**src/rtl/shift_reg_multi.sv**
```systemverilog
// Multi-lane shift register: DEPTH stages of WIDTH-bit words with per-stage valid and fill count.
// Optional macro SHIFT_REG_DIR_EN adds i_dir for reverse shift/rotate.
module shift_reg_multi #(
  parameter int WIDTH = 8,
  parameter int DEPTH = 8,
  localparam int CNT_W = $clog2(DEPTH + 1)
) (
  input  logic                   i_clk,
  input  logic                   i_rst_n,
  input  logic                   i_en,
  input  logic [1:0]             i_mode,
  input  logic [WIDTH-1:0]       i_din,
  input  logic                   i_din_vld,
  input  logic [WIDTH*DEPTH-1:0] i_load,
`ifdef SHIFT_REG_DIR_EN
  input  logic                   i_dir,
`endif
  output logic [WIDTH-1:0]       o_dout,
  output logic                   o_dout_vld,
  output logic [WIDTH*DEPTH-1:0] o_taps,
  output logic [CNT_W-1:0]       o_fill,
  output logic                   o_full
);

  localparam logic [1:0] MODE_SHIFT  = 2'b00;
  localparam logic [1:0] MODE_ROTATE = 2'b01;
  localparam logic [1:0] MODE_LOAD   = 2'b10;
  localparam logic [1:0] MODE_CLEAR  = 2'b11;

  logic [WIDTH-1:0] r_data [DEPTH];
  logic [DEPTH-1:0] r_vld;
  logic [CNT_W-1:0] r_fill;
  logic             r_full;

  logic [WIDTH-1:0] w_data_nxt [DEPTH];
  logic [DEPTH-1:0] w_vld_nxt;
  logic [CNT_W-1:0] w_fill_nxt;
  logic             w_rev;
  logic             w_vld_out;

`ifdef SHIFT_REG_DIR_EN
  assign w_rev = i_dir;
`else
  assign w_rev = 1'b0;
`endif

  assign w_vld_out = w_rev ? r_vld[0] : r_vld[DEPTH-1];

  always_comb begin
    w_data_nxt = r_data;
    w_vld_nxt  = r_vld;
    w_fill_nxt = r_fill;
    if (i_en) begin
      case (i_mode)
        MODE_SHIFT: begin
          if (!w_rev) begin
            for (int k = 1; k < DEPTH; k++) begin
              w_data_nxt[k] = r_data[k-1];
              w_vld_nxt[k]  = r_vld[k-1];
            end
            w_data_nxt[0] = i_din;
            w_vld_nxt[0]  = i_din_vld;
          end else begin
            for (int k = 0; k < DEPTH - 1; k++) begin
              w_data_nxt[k] = r_data[k+1];
              w_vld_nxt[k]  = r_vld[k+1];
            end
            w_data_nxt[DEPTH-1] = i_din;
            w_vld_nxt[DEPTH-1]  = i_din_vld;
          end
          // Only the in/out valid pair can move the count; both or neither leaves it alone.
          if (i_din_vld && !w_vld_out)
            w_fill_nxt = r_fill + CNT_W'(1);
          else if (!i_din_vld && w_vld_out)
            w_fill_nxt = r_fill - CNT_W'(1);
        end
        MODE_ROTATE: begin
          if (!w_rev) begin
            for (int k = 1; k < DEPTH; k++) begin
              w_data_nxt[k] = r_data[k-1];
              w_vld_nxt[k]  = r_vld[k-1];
            end
            w_data_nxt[0] = r_data[DEPTH-1];
            w_vld_nxt[0]  = r_vld[DEPTH-1];
          end else begin
            for (int k = 0; k < DEPTH - 1; k++) begin
              w_data_nxt[k] = r_data[k+1];
              w_vld_nxt[k]  = r_vld[k+1];
            end
            w_data_nxt[DEPTH-1] = r_data[0];
            w_vld_nxt[DEPTH-1]  = r_vld[0];
          end
        end
        MODE_LOAD: begin
          for (int k = 0; k < DEPTH; k++)
            w_data_nxt[k] = i_load[k*WIDTH +: WIDTH];
          w_vld_nxt  = '1;
          w_fill_nxt = CNT_W'(DEPTH);
        end
        MODE_CLEAR: begin
          for (int k = 0; k < DEPTH; k++)
            w_data_nxt[k] = '0;
          w_vld_nxt  = '0;
          w_fill_nxt = '0;
        end
        default: ;
      endcase
    end
  end

  always_ff @(posedge i_clk or negedge i_rst_n) begin
    if (!i_rst_n) begin
      for (int k = 0; k < DEPTH; k++)
        r_data[k] <= '0;
      r_vld  <= '0;
      r_fill <= '0;
      r_full <= 1'b0;
    end else begin
      r_data <= w_data_nxt;
      r_vld  <= w_vld_nxt;
      r_fill <= w_fill_nxt;
      r_full <= (w_fill_nxt == CNT_W'(DEPTH));
    end
  end

  always_comb begin
    o_taps = '0;
    for (int k = 0; k < DEPTH; k++)
      o_taps[k*WIDTH +: WIDTH] = r_data[k];
  end

  assign o_dout     = w_rev ? r_data[0] : r_data[DEPTH-1];
  assign o_dout_vld = w_vld_out;
  assign o_fill     = r_fill;
  assign o_full     = r_full;

endmodule

```
**config.mk**
```make
export PLATFORM = sky130hd
export DESIGN_NAME = shift_reg_multi
export DESIGN_NICKNAME = d
export VERILOG_FILES = /design/src/rtl/shift_reg_multi.sv
export SDC_FILE = /design/constraint.sdc
export NUM_CORES = 1
export LEC_CHECK = 0
export ABC_AREA = 1
export BUFFER_PORTS_ARGS = -buffer_cell sky130_fd_sc_hd__buf_4
export CAP_MARGIN = 15
export CORE_ASPECT_RATIO = 1.2
export CORE_MARGIN = 4
export CORE_UTILIZATION = 44
export DETAILED_ROUTE_END_ITERATION = 6
export PLACE_DENSITY = 0.77
export SLEW_MARGIN = 15
export SYNTH_ARGS = -nofsm -noshare
export SYNTH_HDL_FRONTEND = slang
export SYNTH_SLANG_ARGS = --single-unit
```
**constraint.sdc**
```tcl
create_clock -name i_clk -period 1.22 [get_ports i_clk]
set_input_delay 0.183 -clock i_clk [delete_from_list [all_inputs] [get_ports i_clk]]
set_output_delay 0.183 -clock i_clk [all_outputs]
set_load 0.02 [all_outputs]
```
==> reports/results.tsv, run 1 <==
stage	metric	value	unit
clocking	clk_pin_slew	0.08	ns
power_and_ir_drop	power_frac_seq	43.5	%
timing	setup_viol	4	
power_and_ir_drop	p_sw	2.39	mW
synth	synth_xor_area_share	0	%
critical_path	start_kind	flop	
routing	dr.pass1.iters	4	
die	core	8610	um2
run_status	violations	negative setup slack	
critical_path	reg2reg_slack	-0.06	ns
routing	viasPerCell	5.35	
placed_design	portBuffers	155	
critical_path	critPathSlowestCell	dfrtp_2	
routing	met2_length	6.02	mm
synth	syn_area_per_cell	9.63	um2
routing	wl_met3	712	um
final_layout	n_antenna_cell	0	
synth	yosysWarnings	0	
clocking	insertion_delay	0.34	ns
min_path	holdPathStages	3	
synth	synth_nets	483	
synth	ys_ff_latch	77	
timing	rsz0062_at_grt	true	
clocking	cts-root-buf	clkbuf_8	
critical_path	crit_top_cell	buf_6	
run_status	status	finished with violations	
critical_path	crit_chain	buf_4 -> buf_6 -> buf_6	
clocking	cts_max_level	3	
run	max-cap-violations	0	
synth	synth_top_family_by_area	compound AO/OA/AOI/OAI gates	
global_route	grt_pass1_wl	18.7	mm
final_layout	multiInputGateArea	1680	um2
power_and_ir_drop	finalPower	7.35	mW
routing	routed_wl	11.8	mm
routing	wire_per_inst	17.3	um
power_and_ir_drop	leakagePower	2.65	nW
die	dieHeight	111	um
timing	fmax	751	MHz
routing	drc_errors	0	
timing	max_slew_margin	72.7	%
clocking	cts_max_path_buffers	2	
power_and_ir_drop	pwr-share-comb	29.3	%
final_layout	drive_gt1_share	45.2	%
timing	fin_crit	1.33	ns
critical_path	path_class	reg2out	
die	num_io_pins	156	
critical_path	critPathTopFamily	flip-flops	
clocking	cts_sinks	77	
timing	slew_violations	0	
routing	ant_nets	0	
synth	synthMuxAreaShare	0	%
critical_path	required	1.04	ns
placed_design	dp_cells	663	
critical_path	critPathBufInv	3	
min_path	worstHoldStart	i_load[14]	
die	start_util	45.1	%
power_and_ir_drop	p_int	4.96	mW
global_route	antenna_found_initial	0	
timing	worstMarginPinSlew	0.410	ns
clocking	numCtsBuffers	9	
placed_design	globalplace.congestion	0.889	
synth	yosysUniqueCellTypes	22	
final_layout	fillers	748	
clocking	tritoncts	done	
routing	drt_iter0_markers	232	
synth	seq_area_frac_synth	49.6	%
critical_path	critPathMaxFanout	3	
timing	fin_ws	-0.112	ns
min_path	hold-path-endpoint	o_taps[14]	
placed_design	dp_hpwl	8.83	mm
global_route	gr-total-overflow	0	
die	die-area	10400	um2
global_route	grt_max_degree	78	
final_layout	stdcell_count	681	
synth	synth_simple_gate_area_share	17.1	%
final_layout	finalNetCount	639	
global_route	grt_pass1_vias	3756	
min_path	hold_class	in2reg	
global_route	grt_use_total	22.5	%
power_and_ir_drop	pwr-share-clk	27.1	%
final_layout	ff_latch_area	1930	um2
die	die_x	93.7	um
timing	finalCritPeriodShare	109	%
synth	synth_area	3880	um2
power_and_ir_drop	swShare	32.5	%
final_layout	area_growth	42.8	%
critical_path	cp_slowest_stage_delay	0.43	ns
power_and_ir_drop	power_density	1330	nW/um2
routing	top_layer_used	met4	
timing	fin_worst_hold_slack	0.0812	ns
critical_path	r2r-start	o_fill[1]	
critical_path	cp-end-kind	primary output	
critical_path	critical_path_arrival	1.15	ns
die	fp-row-count	37	
synth	synthAdderAreaFrac	0.645	%
critical_path	r2r_cells	10	
routing	via_count	3640	
timing	fin_skew	0.00759	ns
synth	synth_compound_area_share	24.6	%
synth	syn-instance-count	403	
routing	drt-met1-wl	4.71	mm
critical_path	worstReg2RegEnd	o_full	
power_and_ir_drop	vdd_drop_max	792	uV
timing	hold_viol	0	
## cells by family (layout without fill, tap and decap cells)
kind of cell,Yosys count,in the layout
AND/OR/NAND/NOR,169,169
AO/OA/AOI/OAI,98,98
flip-flops,77,77
buffers and inverters,57,218
adder cells (fa/ha/maj),2,2
## worst min-delay path, stage by stage
cell      delay [ns]
buf_4           0.08
a221oi_2        0.05
nor2_1          0.07
## cells in the final DEF, fill, tap and decap left out
| cell type | count |
|---|---|
| nand3_2 | 2 |
| nand2_1 | 42 |
| clkinv_2 | 2 |
| bufinv_16 | 1 |
| a22oi_1 | 1 |
| nand4_1 | 2 |
| dfrtp_2 | 3 |
| a211oi_2 | 1 |
| buf_4 | 169 |
| dfrtp_1 | 74 |
| a21oi_1 | 23 |
| inv_1 | 14 |
| buf_12 | 9 |
| nand3_1 | 5 |
| dlygate4sd3_1 | 1 |
| clkbuf_8 | 12 |
| buf_6 | 3 |
| nor2_1 | 110 |
| inv_2 | 5 |
| nor2_4 | 1 |
| clkinvlp_4 | 1 |
| nand3b_1 | 2 |
| a221oi_2 | 40 |
| clkbuf_1 | 1 |
| o21ai_0 | 16 |
| a221oi_1 | 16 |
| ha_4 | 1 |
| nor2_2 | 3 |
| ha_1 | 1 |
| o21ai_1 | 1 |
| nand2_2 | 2 |
## routing by layer
layer	track usage [%]	vias up
met5	0	-
met4	9.06	0
met3	4.62	25
met2	37.2	143
met1	28.6	1768
li1	-	1704
## worst max path at each step
stage,startpoint,cells past startpoint,endpoint
finish,o_fill[1],3,o_fill[1]
global route,o_fill[1],10,o_full
CTS,o_fill[1],10,o_full
detailed placement,o_fill[1],10,o_full
global placement,i_mode[1],7,r_vld[7]
floorplan,o_fill[0],10,o_full
## synthesized netlist by cell type (all sizes together)
master  count  area [um2]
nor2      114         435
dfrtp      77        1930
a221oi     56         741
nand2      44         165
buf        29         205
a21oi      23         115
inv        20        75.1
o21ai      17        85.1
clkbuf      8        30.0
nand3       7        35.0
ha          2        25.0
nand3b      2        15.0
nand4       2        12.5
a211oi      1        7.51
a22oi       1        7.51
## power by group through the flow
| stage | Clock, mW | Combinational [mW] | Sequential [mW] |
|---|---|---|---|
| 3_3_place_gp | 0 | 2.09 | 3.23 |
| 5_1_grt | 2.14 | 2.33 | 3.24 |
| 3_5_place_dp | 0 | 2.14 | 3.24 |
| 6_report | 1.99 | 2.16 | 3.20 |
| 4_1_cts | 2.03 | 2.15 | 3.20 |
| 2_1_floorplan | 0 | 0.789 | 3.51 |
## stage by stage
step | area [um2] | TNS, ns | setup WS, ns | utilization, %
global route | 5540 | -0.524 | -0.197 | 64.4
floorplan | 3900 | -0.0281 | -0.0281 | -
CTS | 5510 | -0.107 | -0.0575 | 64.0
global placement | 5280 | 0 | 0.0109 | 61.3
detailed placement | 5280 | -0.0819 | -0.0422 | 61.3
finish | 5540 | -0.209 | -0.112 | 64.4
## cell type report
class / instances / area share [%]
tap: 117 / 2.64
inverter: 20 / 1.38
sequential: 77 / 34.8
clock buffer: 13 / 3.05
multi-input combinational: 269 / 30.4
clock inverter: 3 / 0.768
timing repair buffer: 182 / 26.9
## sequential cells by signal, indices dropped and copies added (netlist names)
register	cells
r_vld	8
o_fill	4
o_full	1
o_dout	8
o_taps	56
## repair_timing
item	4_1_cts	5_1_grt
setup buffers	0	1
pin swaps	0	0
hold buffers	1	0
hold endpoints to repair	77	0
gates resized for setup	3	7
setup endpoints to repair	3	6
Note: power is estimated with default switching activity, not from simulation.
==> run 2, diff against run 1 <==
ABC_AREA = 0   (was 1)
CORE_UTILIZATION = 48   (was 44)
PLACE_DENSITY = 0.8   (was 0.77)
clock period = 1.39 ns   (was 1.22 ns; I/O delays follow)
==> reports/results.tsv, run 2 <==
stage	metric	value	unit	change
timing	fmax	655	MHz	
final_layout	fillers	604		-19%
die	die_x	89.0	um	-5.0%
critical_path	cp-end-kind	flop		
synth	yosysWarnings	0		unchanged
synth	yosys-top-cells-count	84 x nor2_1, 77 x dfrtp_1, 56 x a21oi_1		
clocking	cts-root-buf	clkbuf_8		
synth	synth_edf_count	0		unchanged
final_layout	area_growth	41.4	%	
synth	synth_nets	503		+4.1%
synth	synthTopCellsByArea	dfrtp_1 51%, nor2_1 8.3%, a21oi_1 7.4%		
timing	fin_worst_hold_slack	0.138	ns	+0.0569 ns
global_route	grt_pass1_vias	3597		-4.2%
final_layout	drive_gt1_share	37.3	%	-7.9 points
power_and_ir_drop	leakagePower	2.50	nW	-5.5%
min_path	hold_class	in2reg		
die	core	7660	um2	-11%
routing	drc_errors	0		unchanged
clocking	tritoncts	done		
final_layout	layout_common_cells	171 x buf_4, 83 x nor2_1, 74 x dfrtp_1, 56 x a21oi_1, 34 x nand2_1		
critical_path	cp_slowest_stage_delay	0.41	ns	-0.02 ns
critical_path	critPathMaxFanout	4		+1
routing	via_count	3698		+1.6%
critical_path	worstReg2RegEnd	o_full		
timing	rsz0062_at_grt	true		
clocking	numCtsBuffers	9		unchanged
synth	yosysMostFrequentCell	nor2_1		
final_layout	final_cell_area	5350	um2	-3.5%
critical_path	required	1.64	ns	+0.60 ns
min_path	hold-path-endpoint	o_taps[49]		
global_route	grt_max_degree	85		+9.0%
routing	viasPerCell	5.56		+4.0%
timing	max_slew_margin	74.0	%	+1.3 points
run_status	status	finished with violations		
min_path	holdPathStages	3		unchanged
synth	synth_flop_cell	dfrtp_1		
global_route	grt_use_total	24.7	%	+2.1 points
die	die-area	9370	um2	-9.8%
timing	fin_ws	-0.137	ns	-0.0253 ns
synth	ys_ff_latch	77		unchanged
timing	slew_violations	0		unchanged
critical_path	start_kind	flop		
clocking	cts_max_level	3		unchanged
synth	yosysUniqueCellTypes	37		+68%
critical_path	path_class	reg2reg		
final_layout	largest_register_ffs	56		unchanged
clocking	cts_max_path_buffers	2		unchanged
critical_path	r2r_cells	6		-4
synth	syn_area_per_cell	8.94	um2	-7.2%
min_path	worstHoldStart	i_load[49]		
routing	ant_nets	0		unchanged
die	start_util	49.4	%	+4.3 points
global_route	gr-total-overflow	0		unchanged
synth	synth_area	3780	um2	-2.5%
final_layout	ff_latch_area	1930	um2	unchanged
final_layout	multiInputGateArea	1660	um2	-1.5%
power_and_ir_drop	power_density	1290	nW/um2	-3.0%
power_and_ir_drop	finalPower	6.88	mW	-6.4%
critical_path	r2r-start	o_fill[1]		
clocking	cts_sinks	77		unchanged
placed_design	dpl_cell_area	5050	um2	-4.3%
placed_design	dp_hpwl	8.22	mm	-6.9%
clocking	clk_pin_slew	0.08	ns	about the same
die	dieHeight	105	um	-5.1%
synth	seq_area_frac_synth	50.9	%	+1.3 points
timing	fin_skew	0.00907	ns	+0.00147 ns
routing	drt_iter0_markers	261		+13%
routing	routed_wl	11.5	mm	-2.7%
final_layout	n_antenna_cell	0		unchanged
placed_design	portBuffers	155		unchanged
critical_path	crit_chain	ha_1 -> and3b_2 -> a21oi_4 -> o211ai_2 -> o311ai_4 -> nor4b_4		
synth	synthArstFlopShare	100	%	unchanged
clocking	insertion_delay	0.33	ns	about the same
global_route	grt_pass1_wl	18.0	mm	-3.5%
timing	setup_viol	3		-1
power_and_ir_drop	vdd_drop_max	777	uV	-1.9%
timing	fin_crit	1.53	ns	
timing	hold_viol	0		unchanged
final_layout	final_common_cell	buf_4		
critical_path	reg2reg_slack	-0.14	ns	-0.08 ns
final_layout	fin_util	69.8	%	+5.5 points
final_layout	finalNetCount	648		+1.4%
routing	wire_per_inst	17.2	um	-0.40%
synth	synth_largest_area_cell	dfrtp_1		
critical_path	critPathSlowestCell	dfrtp_2		
placed_design	globalplace.congestion	0.826		-7.1%
global_route	antenna_found_initial	0		unchanged
run	max-cap-violations	0		unchanged
die	num_io_pins	156		unchanged
timing	finalCritPeriodShare	110	%	
critical_path	critical_path_arrival	1.78	ns	+0.63 ns
routing	dr.pass1.iters	4		unchanged
run_status	violations	negative setup slack		
die	fp-row-count	35		-5.4%
synth	synth_top_area_share	50.9	%	+1.3 points
timing	worstMarginPinSlew	0.390	ns	-0.0201 ns
synth	syn-instance-count	423		+5.0%
[run 2: report_power, final]
group | leakage, nW | internal (mW) | switching, mW
Clock | 0.106 | 1.06 | 0.825
Sequential | 0.895 | 2.54 | 0.297
Combinational | 1.50 | 1.01 | 1.15
[run 2: worst max-delay path by stage]
stage,depth (start not counted),from,endpoint
2_1_floorplan,5,o_fill[0],o_full
3_3_place_gp,5,o_fill[1],o_full
3_5_place_dp,5,o_fill[1],o_full
4_1_cts,5,o_fill[0],o_full
5_1_grt,7,o_fill[1],o_full
6_report,6,o_fill[1],o_full
[run 2: final cells by class]
type / count / area share [%]
repair buffers: 178 / 26.3
flip-flops and latches: 77 / 36.1
well taps: 92 / 2.15
multi-input cells: 298 / 31.0
inverters: 4 / 0.281
clock buffers: 11 / 2.64
clock inverters: 5 / 1.57
[run 2: cell families after synthesis]
family	share of synthesized area (%)
and+or+nand+nor	18.8
AOI/OAI and AO/OA	20.2
DFF	50.9
buffers and inverters	6.48
muxes	2.68
adders and majority gates	0.661
xor gates and xnor gates	0.232
[run 2: through the flow]
stage	TNS [ns]	setup slack (ns)	cells
floorplan	-0.135	-0.119	423
global placement	-0.0656	-0.0656	644
global route	-0.445	-0.226	665
CTS	-0.129	-0.114	664
detailed placement	-0.159	-0.130	644
finish	-0.175	-0.137	665
[run 2: repair_timing]
item / CTS / global route
endpoints found under the hold margin: 77 / 0
resized for setup: 3 / 2
setup buffers: 3 / 1
hold buffers: 1 / 0
endpoints found under the setup margin: 3 / 6
pin swaps: 0 / 3
[run 2: worst max-delay path, delay by kind of cell, from the launching register on]
kind	cells	cell delay, ns
fa+ha+maj	1	0.16
compound gates	3	0.39
simple gates	2	0.49
flops	1	0.41
[run 2: layer usage]
layer | part of all wire (%) | wire length [um] | global-route usage, % | vias up
met4 | 1.7 | 195 | 8.09 | 0
met5 | 0 | 0 | 0 | -
met1 | 40 | 4640 | 31.8 | 1770
met2 | 51 | 5800 | 41.1 | 141
met3 | 7.2 | 829 | 4.85 | 17
li1 | - | - | - | 1770
